--- config.mk ---
export PLATFORM = sky130hd
export DESIGN_NAME = wdt_multi_channel
export DESIGN_NICKNAME = d
export VERILOG_FILES = /design/src/rtl/wdt_pkg.sv /design/src/rtl/wdt_channel.sv /design/src/rtl/wdt_multi_channel.sv
export SDC_FILE = /design/constraint.sdc
export NUM_CORES = 1
export LEC_CHECK = 0
export ABC_AREA = 1
export CORE_UTILIZATION = 30
export DETAILED_ROUTE_END_ITERATION = 12
export GPL_ROUTABILITY_DRIVEN = 0
export PLACE_DENSITY = 0.56
export SETUP_SLACK_MARGIN = 0.02
export SLEW_MARGIN = 0
export SYNTH_ARGS = -nofsm -noshare
export SYNTH_HDL_FRONTEND = slang
export SYNTH_SLANG_ARGS = --single-unit
--- constraint.sdc ---
create_clock -name clk -period 2.75 [get_ports clk]
set_clock_uncertainty 0.05 [all_clocks]
set_input_delay 0.275 -clock clk [delete_from_list [all_inputs] [get_ports clk]]
set_output_delay 0.275 -clock clk [all_outputs]
set_load 0.03 [all_outputs]
--- src/rtl/wdt_pkg.sv ---
// ---------------------------------------------------------------------------
// wdt_pkg
// Shared definitions for the multi-channel watchdog:
//   - wdt_cause_e   : 2-bit trip cause code reported per channel
//   - wdt_params_ok : elaboration-time sanity check of the parameter set
// ---------------------------------------------------------------------------
package wdt_pkg;

    typedef enum logic [1:0] {
        WDT_CAUSE_NONE    = 2'd0,
        WDT_CAUSE_TIMEOUT = 2'd1,
        WDT_CAUSE_EARLY   = 2'd2,
        WDT_CAUSE_FORCED  = 2'd3
    } wdt_cause_e;

    // Returns 1 when the parameter combination is usable.
    function automatic bit wdt_params_ok(
        input int num_ch,
        input int cnt_w,
        input int timeout_cyc,
        input int warn_cyc,
        input int win_min_cyc,
        input int rst_pulse
    );
        bit ok;
        ok = (num_ch >= 1) && (num_ch <= 16);
        ok = ok && (cnt_w >= 1) && (cnt_w <= 32);
        ok = ok && (timeout_cyc >= 1);
        // timeout must be representable in the counter (ints >= 31 bits always fit)
        ok = ok && ((cnt_w >= 31) || (timeout_cyc < (1 << cnt_w)));
        ok = ok && (warn_cyc >= 0) && (warn_cyc < timeout_cyc);
        ok = ok && (win_min_cyc >= 0) && (win_min_cyc <= timeout_cyc);
        ok = ok && (rst_pulse >= 1);
        return ok;
    endfunction

endpackage

--- src/rtl/wdt_channel.sv ---
// ---------------------------------------------------------------------------
// wdt_channel
// One watchdog channel: idle counter, warning flag, sticky trip and cause.
// Ports:
//   clk, rst      : clock, synchronous active-high reset
//   enable        : low holds the channel idle and cleared
//   heartbeat     : kick, level sampled every clock
//   window_en     : flag heartbeats arriving while counter < WIN_MIN_CYC
//   force_trip    : trip this channel (cause FORCED) if not already tripped
//   clear_trip    : clear trip, cause and counter
//   warning       : registered, counter >= WARN_CYC and not tripped
//   triggered     : registered sticky trip flag
//   trig_next     : next-state value of triggered (lets the top register
//                   any_triggered in the same cycle as triggered)
//   cause         : registered trip cause (wdt_cause_e encoding)
// ---------------------------------------------------------------------------
module wdt_channel
    import wdt_pkg::*;
#(
    parameter int CNT_W       = 32,
    parameter int TIMEOUT_CYC = 1000,
    parameter int WARN_CYC    = 750,
    parameter int WIN_MIN_CYC = 100
) (
    input  logic       clk,
    input  logic       rst,
    input  logic       enable,
    input  logic       heartbeat,
    input  logic       window_en,
    input  logic       force_trip,
    input  logic       clear_trip,
    output logic       warning,
    output logic       triggered,
    output logic       trig_next,
    output logic [1:0] cause
);

    localparam logic [CNT_W-1:0] TIMEOUT_V = CNT_W'(TIMEOUT_CYC);
    localparam logic [CNT_W-1:0] WARN_V    = CNT_W'(WARN_CYC);
    localparam logic [CNT_W-1:0] WIN_MIN_V = CNT_W'(WIN_MIN_CYC);

    logic [CNT_W-1:0] cnt_q;
    logic [CNT_W-1:0] cnt_d;
    logic [CNT_W-1:0] cnt_inc;
    wdt_cause_e       cause_q;
    wdt_cause_e       cause_d;
    logic             trig_q;
    logic             trig_d;
    logic             warn_q;
    logic             warn_d;

    // Next-state logic, branches ordered by priority (rst handled in the flop).
    always_comb begin
        cnt_inc = cnt_q + 1'b1;
        cnt_d   = cnt_q;
        trig_d  = trig_q;
        cause_d = cause_q;
        if (!enable) begin
            cnt_d   = '0;
            trig_d  = 1'b0;
            cause_d = WDT_CAUSE_NONE;
        end else if (clear_trip) begin
            cnt_d   = '0;
            trig_d  = 1'b0;
            cause_d = WDT_CAUSE_NONE;
        end else if (trig_q) begin
            // tripped: counter frozen, heartbeats ignored
        end else if (force_trip) begin
            trig_d  = 1'b1;
            cause_d = WDT_CAUSE_FORCED;
        end else if (window_en && heartbeat && (cnt_q < WIN_MIN_V)) begin
            trig_d  = 1'b1;
            cause_d = WDT_CAUSE_EARLY;
        end else if (heartbeat) begin
            cnt_d = '0;
        end else begin
            // counting stops at TIMEOUT_V because the trip freezes it: no wrap
            cnt_d = cnt_inc;
            if (cnt_inc == TIMEOUT_V) begin
                trig_d  = 1'b1;
                cause_d = WDT_CAUSE_TIMEOUT;
            end
        end
        // warning is never shown together with (or after) a trip
        warn_d = enable && !trig_d && (cnt_d >= WARN_V);
    end

    always_ff @(posedge clk) begin
        if (rst) begin
            cnt_q   <= '0;
            trig_q  <= 1'b0;
            cause_q <= WDT_CAUSE_NONE;
            warn_q  <= 1'b0;
        end else begin
            cnt_q   <= cnt_d;
            trig_q  <= trig_d;
            cause_q <= cause_d;
            warn_q  <= warn_d;
        end
    end

    assign warning   = warn_q;
    assign triggered = trig_q;
    assign trig_next = trig_d;
    assign cause     = cause_q;

endmodule

--- src/rtl/wdt_multi_channel.sv ---
// ---------------------------------------------------------------------------
// wdt_multi_channel
// Parametrised multi-channel watchdog. Each channel watches one heartbeat
// source; any new trip raises a fixed-length system reset request.
// Ports:
//   clk, rst       : clock, synchronous active-high reset
//   enable         : [NUM_CH] per-channel enable
//   heartbeat      : [NUM_CH] per-channel kick
//   window_en      : [NUM_CH] per-channel early-heartbeat check
//   force_reset    : trips every enabled, untripped channel (cause FORCED)
//   clear_trip     : [NUM_CH] clears latched trip/cause of that channel
//   warning        : [NUM_CH] registered warning flags
//   triggered      : [NUM_CH] registered sticky trip flags
//   cause          : [2*NUM_CH] trip cause, channel i at [2i+1:2i]
//   any_triggered  : registered OR of triggered
//   sys_rst_req    : RST_PULSE-cycle pulse after any new trip
// ---------------------------------------------------------------------------
module wdt_multi_channel
    import wdt_pkg::*;
#(
    parameter int NUM_CH      = 4,
    parameter int CNT_W       = 32,
    parameter int TIMEOUT_CYC = 1000,
    parameter int WARN_CYC    = 750,
    parameter int WIN_MIN_CYC = 100,
    parameter int RST_PULSE   = 16
) (
    input  logic                clk,
    input  logic                rst,
    input  logic [NUM_CH-1:0]   enable,
    input  logic [NUM_CH-1:0]   heartbeat,
    input  logic [NUM_CH-1:0]   window_en,
    input  logic                force_reset,
    input  logic [NUM_CH-1:0]   clear_trip,
    output logic [NUM_CH-1:0]   warning,
    output logic [NUM_CH-1:0]   triggered,
    output logic [2*NUM_CH-1:0] cause,
    output logic                any_triggered,
    output logic                sys_rst_req
);

    localparam bit PARAMS_OK = wdt_params_ok(NUM_CH, CNT_W, TIMEOUT_CYC,
                                             WARN_CYC, WIN_MIN_CYC, RST_PULSE);

    generate
        if (!PARAMS_OK) begin : g_param_check
            $error("wdt_multi_channel: parameter set out of range");
        end
    endgenerate

    // Pulse counter holds the remaining cycles after the current one.
    localparam int PW = (RST_PULSE > 1) ? $clog2(RST_PULSE) : 1;
    localparam logic [PW-1:0] PULSE_LOAD = PW'(RST_PULSE - 1);

    logic [NUM_CH-1:0] trig_next_vec;
    logic [NUM_CH-1:0] trig_prev;
    logic [PW-1:0]     pulse_cnt;
    logic              new_trip;

    for (genvar i = 0; i < NUM_CH; i++) begin : g_ch
        wdt_channel #(
            .CNT_W      (CNT_W),
            .TIMEOUT_CYC(TIMEOUT_CYC),
            .WARN_CYC   (WARN_CYC),
            .WIN_MIN_CYC(WIN_MIN_CYC)
        ) u_ch (
            .clk       (clk),
            .rst       (rst),
            .enable    (enable[i]),
            .heartbeat (heartbeat[i]),
            .window_en (window_en[i]),
            .force_trip(force_reset),
            .clear_trip(clear_trip[i]),
            .warning   (warning[i]),
            .triggered (triggered[i]),
            .trig_next (trig_next_vec[i]),
            .cause     (cause[2*i +: 2])
        );
    end

    // A 0->1 on any registered trip flag (re)starts the full-length pulse.
    assign new_trip = |(triggered & ~trig_prev);

    always_ff @(posedge clk) begin
        if (rst) begin
            trig_prev     <= '0;
            any_triggered <= 1'b0;
            pulse_cnt     <= '0;
            sys_rst_req   <= 1'b0;
        end else begin
            trig_prev     <= triggered;
            any_triggered <= |trig_next_vec;
            if (new_trip) begin
                pulse_cnt   <= PULSE_LOAD;
                sys_rst_req <= 1'b1;
            end else if (pulse_cnt != '0) begin
                pulse_cnt   <= pulse_cnt - 1'b1;
                sys_rst_req <= 1'b1;
            end else begin
                sys_rst_req <= 1'b0;
            end
        end
    end

endmodule

==> impl.org <==
** Layout
- Final instance area :: about 0.014 sq mm
- Once layout is complete, the cells apart from fillers number ~3000.
- In the final layout, flip-flops and latches occupy a little over 0.003 sq mm.
- Area Overhead vs Synth :: 13.1%
- The multi-input combinational cells in the finished layout cover a total of about 0.0083 sq mm.
- Number of nets in the finished design :: 2441
- Cells with a size suffix above 1 make up 6.39% of the layout.
- 0 antenna diodes ended up in the layout.
- Counting the fill cells in the layout gives 4713.

** Route
- Total DRC errors in the routed layout :: 0
- In the routed layout, each cell is associated on average with a via count of between 4 and 5.
- The final layout contains routed wiring with a total length of around 44 mm.
- Detailed Route Iter0 Violations :: between 1000 and 1500
- DR pass1 iterations :: 6
- Wire length per cell after detailed routing :: ~15 um
- Summing over every cut layer, the via total after detailed routing is around 15000.
- The count of nets left with antenna violations once routing finished came out at 0.

** Timing
- Setup repair after global routing left no endpoint under its margin.
- Total Negative Setup Slacks :: 0 ns
- Fin crit period :: approximately 2.5 ns
- Hold is met by 0.139 ns.
- The number of max-slew violations in the final report came to 0.
- F_max :: just under 400 MHz
- Count of endpoints failing setup in the final report :: 0
- Slew headroom :: between 50% and 60%
- The count of final hold-check violations came to 0.
- Transition time at the pin with the least slew margin :: approximately 0.70 ns
- Once routing completed, OpenROAD measured the worst setup slack at 0.207 ns.
- The worst path uses between 90% and 100% of the clock period.

** Synthesis
- Summing the areas of all xor and xnor instances in the mapped netlist gives between 1.5 and 2% of the synthesized area.
- After synthesis, the mean cell area works out to roughly 5.4 sq um.
- Sequential cells were found to cover 24.2% of the synthesized design area.
- Combinational family with the most area after synthesis :: simple AND/OR/NAND/NOR gates
- Share of the synthesized area in compound gates (AO/OA/AOI/OAI) :: 7.87%
- Most common flop cell mapped by yosys :: dfxtp_1
- Simple logic cell fraction of the synthesized area :: a little over half
- In this run, synthesis produced a sequential element count of 154.
- Of the total synthesized cell area, the portion taken by full adders, half adders and majority gates is 0.984%.
- Proportion of register bits with asynchronous set or reset after synthesis :: 0%
- Post-Syn Area :: between 0.01 and 0.015 sq mm
- The synthesized design contains 0 enable-type register cells.
- Measured against the total synthesized area, the mux share comes to 0%.
- Synthesis produced between 2000 and 2500 cells.
- Count of distinct cell types in the synthesized netlist :: 47
- Synthesis warning total :: 0
- Counting every net in the synthesized netlist gives about 2400.

** Placed design
- Post-placement worst setup slack :: between 0.04 and 0.05 ns
- In this run, placement finished with an instance count of 2932.
- Port Buf Inserts :: 36
- Once placement finished, the instance area stood at ~0.014 sq mm.
- Once detailed placement completed, the half-perimeter wirelength came to approximately 34 mm.

** Setup path
- STA classifies the critical path endpoint as a flip-flop.
- Worst reg2reg endpoint :: g_ch[0].u_ch.warning$_SDFF_PP0_
- R2R depth :: 14
- Worst setup path category :: flip-flop to flip-flop
- Grouping stages by cell kind, the critical path spends the most delay in simple AND/OR/NAND/NOR gates.
- Counting both buffers and inverters, the worst setup path holds a total of 1.
- Crit path max-delay cell type :: dfxtp_1
- Kind of start point of the critical path :: flip-flop
- In this design, the stage delay of the slowest critical-path cell is about 0.42 ns.
- Data required, critical path :: around 3.0 ns
- Cell seen most often among critical-path stages :: nand2_1
- In this run the worst path has a maximum fanout of 6.
- Critical path depth :: 14
- The startpoint identified for the worst register-to-register timing path is g_ch[0].u_ch.cnt_q[0]$_SDFF_PP0_.
- For flop-to-flop paths, the worst setup slack is approximately 0.21 ns.
- Worst setup path endpoint :: g_ch[0].u_ch.warning$_SDFF_PP0_
- Startpoint of the most critical setup path :: g_ch[0].u_ch.cnt_q[0]$_SDFF_PP0_
- The critical path goes through ha_1, nand2_1, nor2_4, nand2_2, clkinv_1, nand4_1, nand4_1, nand2_1, nand2_1, nand2_1, nor2_1, nand3_1, nor2_1, a21oi_1.
- For the worst setup path, the data arrival time is ~2.8 ns.

** Floorplan
- Initial Util :: between 30% and 40%
- 37 I/O pins were placed.
- Row generation in the floorplan step produced 75 rows.
- Floorplan die width :: 208 um
- The floorplan step defined a die boundary enclosing around 0.043 sq mm.
- Measured along the y axis, the die boundary spans a little over 200 um.
- The core region is about 0.042 sq mm.

** Power and ir drop
- For this design the ratio of total power to cell area is roughly 370 mW/mm^2.
- Summed over all cells, the static leakage comes to between 6 and 7 nW.
- Across the VDD grid, the largest voltage drop is roughly 380 uV.

** Clock network
- Hold_buf cts :: 0
- H-tree Lvls :: 4
- Skew-Pair Late Insertion Delay :: about 0.47 ns
- Clock-pin slew reported for the worst setup and hold paths after clock tree synthesis :: about 0.08 ns
- CTS tree :: built
- The cell sitting at the root of the clock tree is a clkbuf_16.
- Buffer levels on the longest clock path :: 2
- Number of sinks driven by the clock tree :: roughly 150
- Clock tree synthesis inserted a total of 17 buffers.

** Global routing
- The number of global-route vias before repair was about 14000.
- Antenna violations before repair :: 0
- Global routing finished with a remaining overflow of 0.
- Entering global routing, the biggest net connects between 40 and 50 pins.
- Global routing used 20.7% of the available tracks across all layers.
- Wire length of the first global-routing pass :: between 70 and 80 mm

** Hold path
- Path type of the worst min-delay path :: input port to flip-flop

** Run
- Number of max-capacitance violations reported :: 0

** Status
- The flow ran to the end, and the final reports show no timing, DRC or antenna violations.
kinds of logic (layout without fill, tap and decap cells):
| logic type | after synthesis | count (layout) |
|---|---|---|
| fa+ha+maj | 10 | 10 |
| flops | 154 | 154 |
| buf+inv | 326 | 374 |
| simple gates | 1670 | 1670 |
| xor+xnor | 26 | 26 |
| compound gates | 191 | 191 |
registers in the layout, indices dropped and copies added (netlist names):
name                 count
g_ch.u_ch.cnt_q        128
g_ch.u_ch.cause          8
g_ch.u_ch.triggered      4
g_ch.u_ch.warning        4
pulse_cnt                4
trig_prev                4
any_triggered            1
sys_rst_req              1
timing repair:
item,in CTS,in global routing
setup buffers,0,0
endpoints found under the setup margin,0,4
gates resized for setup,0,4
area by class of cell:
class,count,share of cell area (%)
inverter,259,6.76
clock inverter,14,0.783
tap,539,4.69
sequential,154,21.4
timing repair buffer,83,5.29
clock buffer,18,3.05
multi-input combinational,1897,58.0
how the worst min path moves through the flow:
stage / end / from / slack, ns / cells past startpoint
2_1_floorplan: pulse_cnt[0]$_SDFFE_PP0P_ / pulse_cnt[0]$_SDFFE_PP0P_ / 0.40 / 2
3_3_place_gp: g_ch[3].u_ch.cause[1]$_SDFFE_PP0P_ / g_ch[3].u_ch.cause[1]$_SDFFE_PP0P_ / 0.40 / 2
3_5_place_dp: g_ch[2].u_ch.cause[1]$_SDFFE_PP0P_ / g_ch[2].u_ch.cause[1]$_SDFFE_PP0P_ / 0.41 / 2
4_1_cts: g_ch[3].u_ch.cnt_q[20]$_SDFF_PP0_ / rst / 0.13 / 2
5_1_grt: g_ch[3].u_ch.cnt_q[18]$_SDFF_PP0_ / rst / 0.14 / 2
6_report: g_ch[3].u_ch.cnt_q[22]$_SDFF_PP0_ / rst / 0.14 / 2
cells in the final DEF, fill, tap and decap left out, types with 5 or more instances in the layout:
cell type,netlist,layout
clkdlybuf4s50_1,0,35
nor2_2,18,19
buf_4,13,44
a21oi_1,109,109
o21ai_0,52,52
nor2_1,430,428
clkbuf_16,0,17
nor2_4,16,17
nand2_1,904,904
nand2_2,13,13
dfxtp_1,154,154
ha_1,10,10
inv_2,8,8
nor3_1,20,20
inv_6,0,5
nand4_1,43,43
nand3_1,198,198
nand3_2,8,8
o21ai_1,12,12
nand3b_1,6,6
xor2_1,21,21
inv_1,247,247
Yosys cell counts (3+ instances only):
cell	instances	area share, %
inv_1	247	7.3
dfxtp_1	154	24
nand2_1	904	27
clkbuf_1	38	1.1
buf_2	8	0.31
o21ai_1	12	0.47
xor2_1	21	1.4
buf_4	13	0.77
clkinv_1	4	0.12
nand3_2	8	0.63
nor2_1	430	13
a21oi_2	4	0.28
buf_1	3	0.089
o21ai_0	52	2.0
and2_1	4	0.20
ha_1	10	0.98
inv_2	8	0.24
nor2_4	16	1.4
nand3_1	198	7.8
nor2_2	18	0.89
nand3b_1	6	0.35
nand2_2	13	0.64
o22ai_1	3	0.15
nand4_1	43	2.1
a21oi_1	109	4.3
xnor2_1	4	0.28
nor3_1	20	0.79
buf_6	3	0.27
metal layers:
layer | wire length (um) | global-route usage [%] | share of wire, %
met5 | 0 | 0 | 0
met3 | 2760 | 2.94 | 6.3
met4 | 1340 | 7.15 | 3.1
met2 | 19500 | 33.5 | 44
met1 | 20300 | 27.9 | 46
report_power, final:
group          internal [mW]  total [mW]  switching (mW)
clock                   1.20        2.33            1.13
combinational          0.238       0.714           0.476
sequential              2.28        2.33          0.0495
total                   3.71        5.37            1.66
metrics by stage:
step                      utilization [%]  power [mW]
after detailed placement             33.0        3.08
after CTS                            34.3        5.42
after global placement               33.0        3.08
after global routing                 34.4        5.60
final                                34.4        5.37
after floorplan                         -        2.83
(Power assumes the default switching activity.)
